File: config.mk
export PLATFORM = sky130hd
export DESIGN_NAME = sp_optimizer_param
export DESIGN_NICKNAME = d
export VERILOG_FILES = /design/src/rtl/sp_optimizer_param.sv
export SDC_FILE = /design/constraint.sdc
export NUM_CORES = 1
export LEC_CHECK = 0
export ABC_AREA = 1
export CELL_PAD_IN_SITES_DETAIL_PLACEMENT = 1
export CELL_PAD_IN_SITES_GLOBAL_PLACEMENT = 2
export CORE_MARGIN = 2
export CORE_UTILIZATION = 30
export DETAILED_ROUTE_END_ITERATION = 12
export PLACE_DENSITY = 0.77
export SETUP_SLACK_MARGIN = 0.02
export SYNTH_ARGS = -nofsm -noshare
export SYNTH_HDL_FRONTEND = slang
export SYNTH_SLANG_ARGS = --single-unit
File: constraint.sdc
create_clock -name CLK -period 5.49 [get_ports CLK]
set_input_delay 0.8235 -clock CLK [delete_from_list [all_inputs] [get_ports CLK]]
set_output_delay 0.8235 -clock CLK [all_outputs]
set_load 0.03 [all_outputs]
File: src/rtl/sp_optimizer_param.sv
// sp_optimizer_param
// Dual-axis solar-panel tracker. Manual mode jogs the pan (H) and tilt (V)
// axes from level buttons. Auto mode hill-climbs the panel voltage by
// perturb-and-observe, with hysteresis, a settle delay and position
// saturation. Two registered servo PWM outputs follow the axis positions.
//
// Ports
//   CLK, RST                 clock, synchronous active-high reset
//   BTN_L/BTN_R              H jog decrement/increment (level)
//   BTN_U/BTN_D              V jog increment/decrement (level)
//   BTN_C                    mode toggle on rising edge
//   V_in, V_VALID            panel-voltage sample and its one-cycle strobe
//   SERVO_H, SERVO_V         servo PWM outputs
//   POS_H, POS_V             current axis positions
//   max_V_in                 largest accepted sample since entering auto
//   direction_lr/_ud         search direction (2'b10 up, 2'b01 down)
//   STAT                     FSM state code
//   AUTO                     high in auto mode
module sp_optimizer_param #(
  parameter int unsigned V_W        = 12,
  parameter int unsigned POS_W      = 8,
  parameter int unsigned STEP       = 4,
  parameter int unsigned HYST       = 16,
  parameter int unsigned SETTLE_CYC = 1000000,
  parameter int unsigned MAN_DIV    = 500000,
  parameter int unsigned PWM_PERIOD = 2000000,
  parameter int unsigned PWM_MIN    = 100000,
  parameter int unsigned PWM_STEP   = 392
) (
  input  logic             CLK,
  input  logic             RST,
  input  logic             BTN_L,
  input  logic             BTN_R,
  input  logic             BTN_U,
  input  logic             BTN_D,
  input  logic             BTN_C,
  input  logic [V_W-1:0]   V_in,
  input  logic             V_VALID,
  output logic             SERVO_H,
  output logic             SERVO_V,
  output logic [POS_W-1:0] POS_H,
  output logic [POS_W-1:0] POS_V,
  output logic [V_W-1:0]   max_V_in,
  output logic [1:0]       direction_lr,
  output logic [1:0]       direction_ud,
  output logic [2:0]       STAT,
  output logic             AUTO
);

  localparam int unsigned DIV_W = $clog2(MAN_DIV + 1);
  localparam int unsigned SET_W = $clog2(SETTLE_CYC + 1);
  localparam int unsigned CNT_W = $clog2(PWM_PERIOD + 1);

  localparam logic [DIV_W-1:0] DIV_LAST = DIV_W'(MAN_DIV - 1);
  localparam logic [SET_W-1:0] SET_LAST = SET_W'(SETTLE_CYC - 1);
  localparam logic [CNT_W-1:0] CNT_LAST = CNT_W'(PWM_PERIOD - 1);

  localparam logic [POS_W-1:0] POS_MAX = '1;
  localparam logic [POS_W-1:0] POS_MID = {1'b1, {(POS_W-1){1'b0}}};
  localparam logic [1:0]       DIR_INC = 2'b10;
  localparam logic [1:0]       DIR_DEC = 2'b01;
  localparam logic [V_W:0]     HYST_X  = (V_W+1)'(HYST);

  typedef enum logic [2:0] {
    ST_MANUAL = 3'b000,
    ST_REF    = 3'b001,
    ST_MOVE   = 3'b010,
    ST_SETTLE = 3'b011,
    ST_MEAS   = 3'b100,
    ST_DECIDE = 3'b101
  } state_e;

  state_e             state_q, state_d;
  logic               auto_q, auto_d;
  logic               btn_c_q;
  logic [POS_W-1:0]   pos_h_q, pos_h_d;
  logic [POS_W-1:0]   pos_v_q, pos_v_d;
  logic [POS_W-1:0]   prev_pos_q, prev_pos_d;
  logic [1:0]         dir_h_q, dir_h_d;
  logic [1:0]         dir_v_q, dir_v_d;
  logic               axis_q, axis_d;      // 0 = H, 1 = V
  logic [V_W-1:0]     v_ref_q, v_ref_d;
  logic [V_W-1:0]     v_new_q, v_new_d;
  logic [V_W-1:0]     max_q, max_d;
  logic [1:0]         fail_q, fail_d;
  logic               lim_q, lim_d;        // last MOVE hit a limit
  logic [DIV_W-1:0]   div_q, div_d;
  logic [SET_W-1:0]   settle_q, settle_d;
  logic [CNT_W-1:0]   cnt_q, cnt_d;
  logic               servo_h_q, servo_v_q;

  logic               btn_c_rise;
  logic               any_btn;
  logic [POS_W-1:0]   cur_pos;
  logic [1:0]         cur_dir;
  logic [1:0]         flip_dir;
  logic [1:0]         fail_inc;
  logic [V_W:0]       v_new_x, v_ref_x;
  logic [31:0]        thr_h, thr_v;

  function automatic logic [POS_W-1:0] step_up(input logic [POS_W-1:0] p,
                                               input int unsigned n);
    logic [POS_W:0] s;
    s = {1'b0, p} + (POS_W+1)'(n);
    return s[POS_W] ? POS_MAX : s[POS_W-1:0];
  endfunction

  function automatic logic [POS_W-1:0] step_down(input logic [POS_W-1:0] p,
                                                 input int unsigned n);
    logic [POS_W:0] nn;
    nn = (POS_W+1)'(n);
    return ({1'b0, p} < nn) ? '0 : (p - nn[POS_W-1:0]);
  endfunction

  assign btn_c_rise = BTN_C & ~btn_c_q;
  assign any_btn    = BTN_L | BTN_R | BTN_U | BTN_D;
  assign cur_pos    = axis_q ? pos_v_q : pos_h_q;
  assign cur_dir    = axis_q ? dir_v_q : dir_h_q;
  assign flip_dir   = (cur_dir == DIR_INC) ? DIR_DEC : DIR_INC;
  assign fail_inc   = fail_q + 2'd1;
  assign v_new_x    = {1'b0, v_new_q};
  assign v_ref_x    = {1'b0, v_ref_q};

  always_comb begin
    state_d    = state_q;
    auto_d     = auto_q;
    pos_h_d    = pos_h_q;
    pos_v_d    = pos_v_q;
    prev_pos_d = prev_pos_q;
    dir_h_d    = dir_h_q;
    dir_v_d    = dir_v_q;
    axis_d     = axis_q;
    v_ref_d    = v_ref_q;
    v_new_d    = v_new_q;
    max_d      = max_q;
    fail_d     = fail_q;
    lim_d      = lim_q;
    div_d      = '0;
    settle_d   = '0;

    if (btn_c_rise) begin
      auto_d = ~auto_q;
      if (auto_q) begin
        state_d = ST_MANUAL;
      end else begin
        state_d = ST_REF;
        max_d   = '0;
      end
    end else begin
      case (state_q)
        ST_MANUAL: begin
          if (any_btn) begin
            if (div_q == DIV_LAST) begin
              if (BTN_R && !BTN_L) pos_h_d = step_up(pos_h_q, 1);
              if (BTN_L && !BTN_R) pos_h_d = step_down(pos_h_q, 1);
              if (BTN_U && !BTN_D) pos_v_d = step_up(pos_v_q, 1);
              if (BTN_D && !BTN_U) pos_v_d = step_down(pos_v_q, 1);
            end else begin
              div_d = div_q + 1'b1;
            end
          end
        end

        ST_REF: begin
          if (V_VALID) begin
            v_ref_d = V_in;
            if (V_in > max_q) max_d = V_in;
            state_d = ST_MOVE;
          end
        end

        ST_MOVE: begin
          lim_d = 1'b0;
          if ((cur_dir == DIR_INC && cur_pos == POS_MAX) ||
              (cur_dir != DIR_INC && cur_pos == '0)) begin
            if (axis_q) dir_v_d = flip_dir;
            else        dir_h_d = flip_dir;
            fail_d  = fail_inc;
            lim_d   = 1'b1;
            state_d = ST_DECIDE;
          end else begin
            prev_pos_d = cur_pos;
            if (axis_q) pos_v_d = (cur_dir == DIR_INC) ? step_up(cur_pos, STEP)
                                                       : step_down(cur_pos, STEP);
            else        pos_h_d = (cur_dir == DIR_INC) ? step_up(cur_pos, STEP)
                                                       : step_down(cur_pos, STEP);
            state_d = ST_SETTLE;
          end
        end

        ST_SETTLE: begin
          if (settle_q == SET_LAST) state_d  = ST_MEAS;
          else                      settle_d = settle_q + 1'b1;
        end

        ST_MEAS: begin
          if (V_VALID) begin
            v_new_d = V_in;
            if (V_in > max_q) max_d = V_in;
            state_d = ST_DECIDE;
          end
        end

        ST_DECIDE: begin
          // A limit hit carries no fresh measurement, so only the fail
          // count is judged; the direction was already flipped in MOVE.
          if (lim_q) begin
            if (fail_q >= 2'd2) begin
              axis_d  = ~axis_q;
              fail_d  = '0;
              state_d = ST_REF;
            end else begin
              state_d = ST_MOVE;
            end
          end else if (v_new_x > v_ref_x + HYST_X) begin
            v_ref_d = v_new_q;
            fail_d  = '0;
            state_d = ST_MOVE;
          end else if (v_new_x + HYST_X < v_ref_x) begin
            if (axis_q) begin
              pos_v_d = prev_pos_q;
              dir_v_d = flip_dir;
            end else begin
              pos_h_d = prev_pos_q;
              dir_h_d = flip_dir;
            end
            if (fail_inc >= 2'd2) begin
              axis_d  = ~axis_q;
              fail_d  = '0;
              state_d = ST_REF;
            end else begin
              fail_d  = fail_inc;
              state_d = ST_MOVE;
            end
          end else begin
            axis_d  = ~axis_q;
            fail_d  = '0;
            state_d = ST_REF;
          end
        end

        default: state_d = ST_MANUAL;
      endcase
    end
  end

  // PWM thresholds use the live position so moves apply mid-frame.
  assign thr_h = 32'(PWM_MIN) + 32'(pos_h_q) * 32'(PWM_STEP);
  assign thr_v = 32'(PWM_MIN) + 32'(pos_v_q) * 32'(PWM_STEP);
  assign cnt_d = (cnt_q == CNT_LAST) ? '0 : cnt_q + 1'b1;

  always_ff @(posedge CLK) begin
    if (RST) begin
      state_q    <= ST_MANUAL;
      auto_q     <= 1'b0;
      btn_c_q    <= 1'b0;
      pos_h_q    <= POS_MID;
      pos_v_q    <= POS_MID;
      prev_pos_q <= POS_MID;
      dir_h_q    <= DIR_INC;
      dir_v_q    <= DIR_INC;
      axis_q     <= 1'b0;
      v_ref_q    <= '0;
      v_new_q    <= '0;
      max_q      <= '0;
      fail_q     <= '0;
      lim_q      <= 1'b0;
      div_q      <= '0;
      settle_q   <= '0;
      cnt_q      <= '0;
      servo_h_q  <= 1'b0;
      servo_v_q  <= 1'b0;
    end else begin
      state_q    <= state_d;
      auto_q     <= auto_d;
      btn_c_q    <= BTN_C;
      pos_h_q    <= pos_h_d;
      pos_v_q    <= pos_v_d;
      prev_pos_q <= prev_pos_d;
      dir_h_q    <= dir_h_d;
      dir_v_q    <= dir_v_d;
      axis_q     <= axis_d;
      v_ref_q    <= v_ref_d;
      v_new_q    <= v_new_d;
      max_q      <= max_d;
      fail_q     <= fail_d;
      lim_q      <= lim_d;
      div_q      <= div_d;
      settle_q   <= settle_d;
      cnt_q      <= cnt_d;
      servo_h_q  <= (32'(cnt_q) < thr_h);
      servo_v_q  <= (32'(cnt_q) < thr_v);
    end
  end

  assign SERVO_H      = servo_h_q;
  assign SERVO_V      = servo_v_q;
  assign POS_H        = pos_h_q;
  assign POS_V        = pos_v_q;
  assign max_V_in     = max_q;
  assign direction_lr = dir_h_q;
  assign direction_ud = dir_v_q;
  assign STAT         = state_q;
  assign AUTO         = auto_q;

endmodule

==> summary.txt <==
Floorplanning
  • Die H: 194 um
  • Die Area: between 30000 and 40000 sq um
  • Std cell rows: 69
  • # IOs: 58
  • Initial Utilization: 0.304
  • Die width: 194 um
  • Core Area: around 35000 sq um

Placement
  • Final RePlAce weighted congestion: 0.812
  • Pre-CTS setup slack: 1.05 ns
  • Input/output buffers: 57
  • Placed cells: 2060
  • Detail Placement HPWL: between 20 and 30 mm

Setup path
  • Worst Path Max Fanout: 8
  • Crit path DAT: ~4.8 ns
  • WP data required: ~5.8 ns
  • Worst path cell trace: inv_1 > ha_1 > xor2_1 > ha_1 > ha_1 > ha_1 > inv_1 > fa_1 > xnor2_1 > inv_1 > a21oi_1 > inv_1 > nor2_1 > nand2_1 > o21ai_0 > xor2_1 > ha_1 > nand2_1 > o21ai_0 > nor2_1 > nor2_1 > nor2_1
  • Nature of the critical path startpoint: register
  • Top delay family on crit path: adder cells
  • Critical path class: register to register
  • Setup crit end kind: register
  • CP max stage delay: roughly 0.54 ns
  • Buf/Inv on CP: 4
  • Most Frequent Cell on Critical Path: ha_1
  • CP max-delay cell: dfxtp_1

GRT
  • Global route total overflow: 0
  • Grt peak-use layer: met2
  • Met3 GRT Util: 0.0253
  • Gr usage total: 0.177
  • Initial antenna violation count: 0
  • Largest net degree at the start of global routing: 44
  • Vias in the first global route: around 11000
  • Met2 Track Usage GR: 0.312
  • GR Util met1: 0.226
  • First-pass GRT wire length: approximately 54 mm

Synthesis
  • Mean post-synth cell area: 6.86 sq um
  • Syn nets: about 1700
  • Synth top area share: 0.251
  • Flops & latches, synth: 135
  • Top cells by count, synth: nand2_1, nor2_1, inv_1, ha_1, dfxtp_1
  • Seq/Total Area, Yosys: 0.251
  • Post-synth EDFFs: 0
  • Cell Area, Synth: between 10000 and 15000 sq um
  • Largest area contributor in the netlist: dfxtp_1
  • Ys Warns: 0
  • Most area-consuming cells after synthesis: dfxtp_1, ha_1, nand2_1, nor2_1, inv_1
  • Most frequent cell after synthesis: nand2_1
  • Netlist cell types: 48
  • Post-Synthesis Cells: 1570
  • Ys async rst share: 0
  • Ys flop type: dfxtp_1

Routing
  • Drt pass-1 iters: 5
  • Routed wire length: about 33 mm
  • Vias post-DR: 10240
  • Via-per-instance ratio: 4.89
  • DRC: 0
  • WL/cell: 15.6 um
  • Post-route ant nets: 0
  • Detailed Route Iter0 Violations: 303

STA
  • Final worst slack: 1.05 ns
  • Final hold vios: 0
  • Slew margin rel.: 0.372
  • Worst Skew: between 0.015 and 0.02 ns
  • Slew at the pin closest to its max-slew limit: between 0.9 and 1 ns
  • Count of pins over their slew limit: 0
  • Setup_tns: 0 ns
  • Period utilization: 0.808
  • Hold_ws: 0.444 ns
  • Fin crit period: 4.44 ns
  • Final setup viols: 0
  • Max Fclk: about 230 MHz
  • Unrepaired setup endpoints after global routing: no

Cells and area
  • Fill cells: 4437
  • Layout Nets: 1796
  • Ant. Diodes: 0
  • Fin cells: 2092
  • Share of cells above drive strength 1: 0.0429
  • Area delta synth->final: 14.8%

Clocking
  • CTS tree: done
  • H-tree Lvls: 4
  • Clk sinks: 135
  • Setup bufs post-CTS: 0
  • Hold buffers post-CTS: 0
  • Clk root buf: clkbuf_16
  • Total CTS buffers: 17
  • Post-CTS sizing: 0
  • Max Root-Sink Buffers: 2
  • Worst-Skew Late Latency: 0.45 ns
  • Worst-path clk slew: 0.07 ns

Power and ir drop
  • Worst vdd ir: 0.192 mV
  • P per Cell Area: between 200 and 250 nW/um^2
  • Overall power: 2950 uW
  • Leakage: between 0.005 and 0.006 uW

Worst hold path
  • Hold Crit Class: register to register

Flow run
  • Max_cap viols: 0

Status
  • Status: complete, no violations
path summary, 6_finish.rpt:
check                        end  cells past startpoint                  start  slack [ns]
max reg2reg   SERVO_H$_SDFF_PP0_                     22  POS_H[2]$_SDFFE_PP0P_        1.05
min reg2reg  div_q[0]$_SDFF_PP0_                      1    div_q[0]$_SDFF_PP0_        0.44
min          div_q[0]$_SDFF_PP0_                      1    div_q[0]$_SDFF_PP0_        0.44
max           SERVO_H$_SDFF_PP0_                     22  POS_H[2]$_SDFFE_PP0P_        1.05
routing by layer:
metal,wire length [um],part of all wire,vias to the layer above
met5,0,0,-
met1,15500,0.48,4875
met2,15900,0.49,105
met4,413,0.013,0
met3,788,0.024,20
li1,-,-,5240
power breakdown:
part	total (uW)	internal (uW)	switching, uW
combinational	725	272	453
clock	1180	643	538
sequential	1040	1010	34.6
logic make-up after synthesis:
family | after synthesis | share of synthesized area
AND/OR/NAND/NOR | 728 | 0.290
adder cells (fa/ha/maj) | 158 | 0.186
buffers and inverters | 244 | 0.0892
AO/OA/AOI/OAI | 226 | 0.120
flip-flops | 135 | 0.251
XOR/XNOR | 79 | 0.0642
state kept, by name, summed over array words and instances (netlist names):
register,flops
AUTO,1
POS_H,8
POS_V,8
SERVO_H,1
SERVO_V,1
STAT,3
axis_q,1
btn_c_q,1
cnt_q,21
direction_lr,2
direction_ud,2
div_q,19
fail_q,2
lim_q,1
max_V_in,12
prev_pos_q,8
settle_q,20
v_new_q,12
v_ref_q,12
placed cells by master (no fill, tap or decap), types with 31 or more instances in the layout:
cell and n:
a21oi_1 96, clkdlybuf4s50_1 56, dfxtp_1 135, ha_1 154, inv_1 202, nand2_1 328, nand3_1 95, nand4_1 31
nor2_1 203, nor3_1 32, o21ai_0 71, xor2_1 64
per-stage QoR:
step / area, sq um / util
after global placement: 11800 / 0.332
after floorplan: 10800 / -
after detailed placement: 11800 / 0.332
after CTS: 12400 / 0.349
after global routing: 12400 / 0.349
final: 12400 / 0.349
area by class of cell:
type                    count  area (sq um)  area share
flip-flops and latches    135          2700       0.218
clock inverters            15           164      0.0132
multi-input cells        1191          7110       0.575
clock buffers              17           425      0.0344
inverters                 212           796      0.0643
repair buffers             61           596      0.0481
well taps                 461           577      0.0466
(Power assumes the default switching activity.)
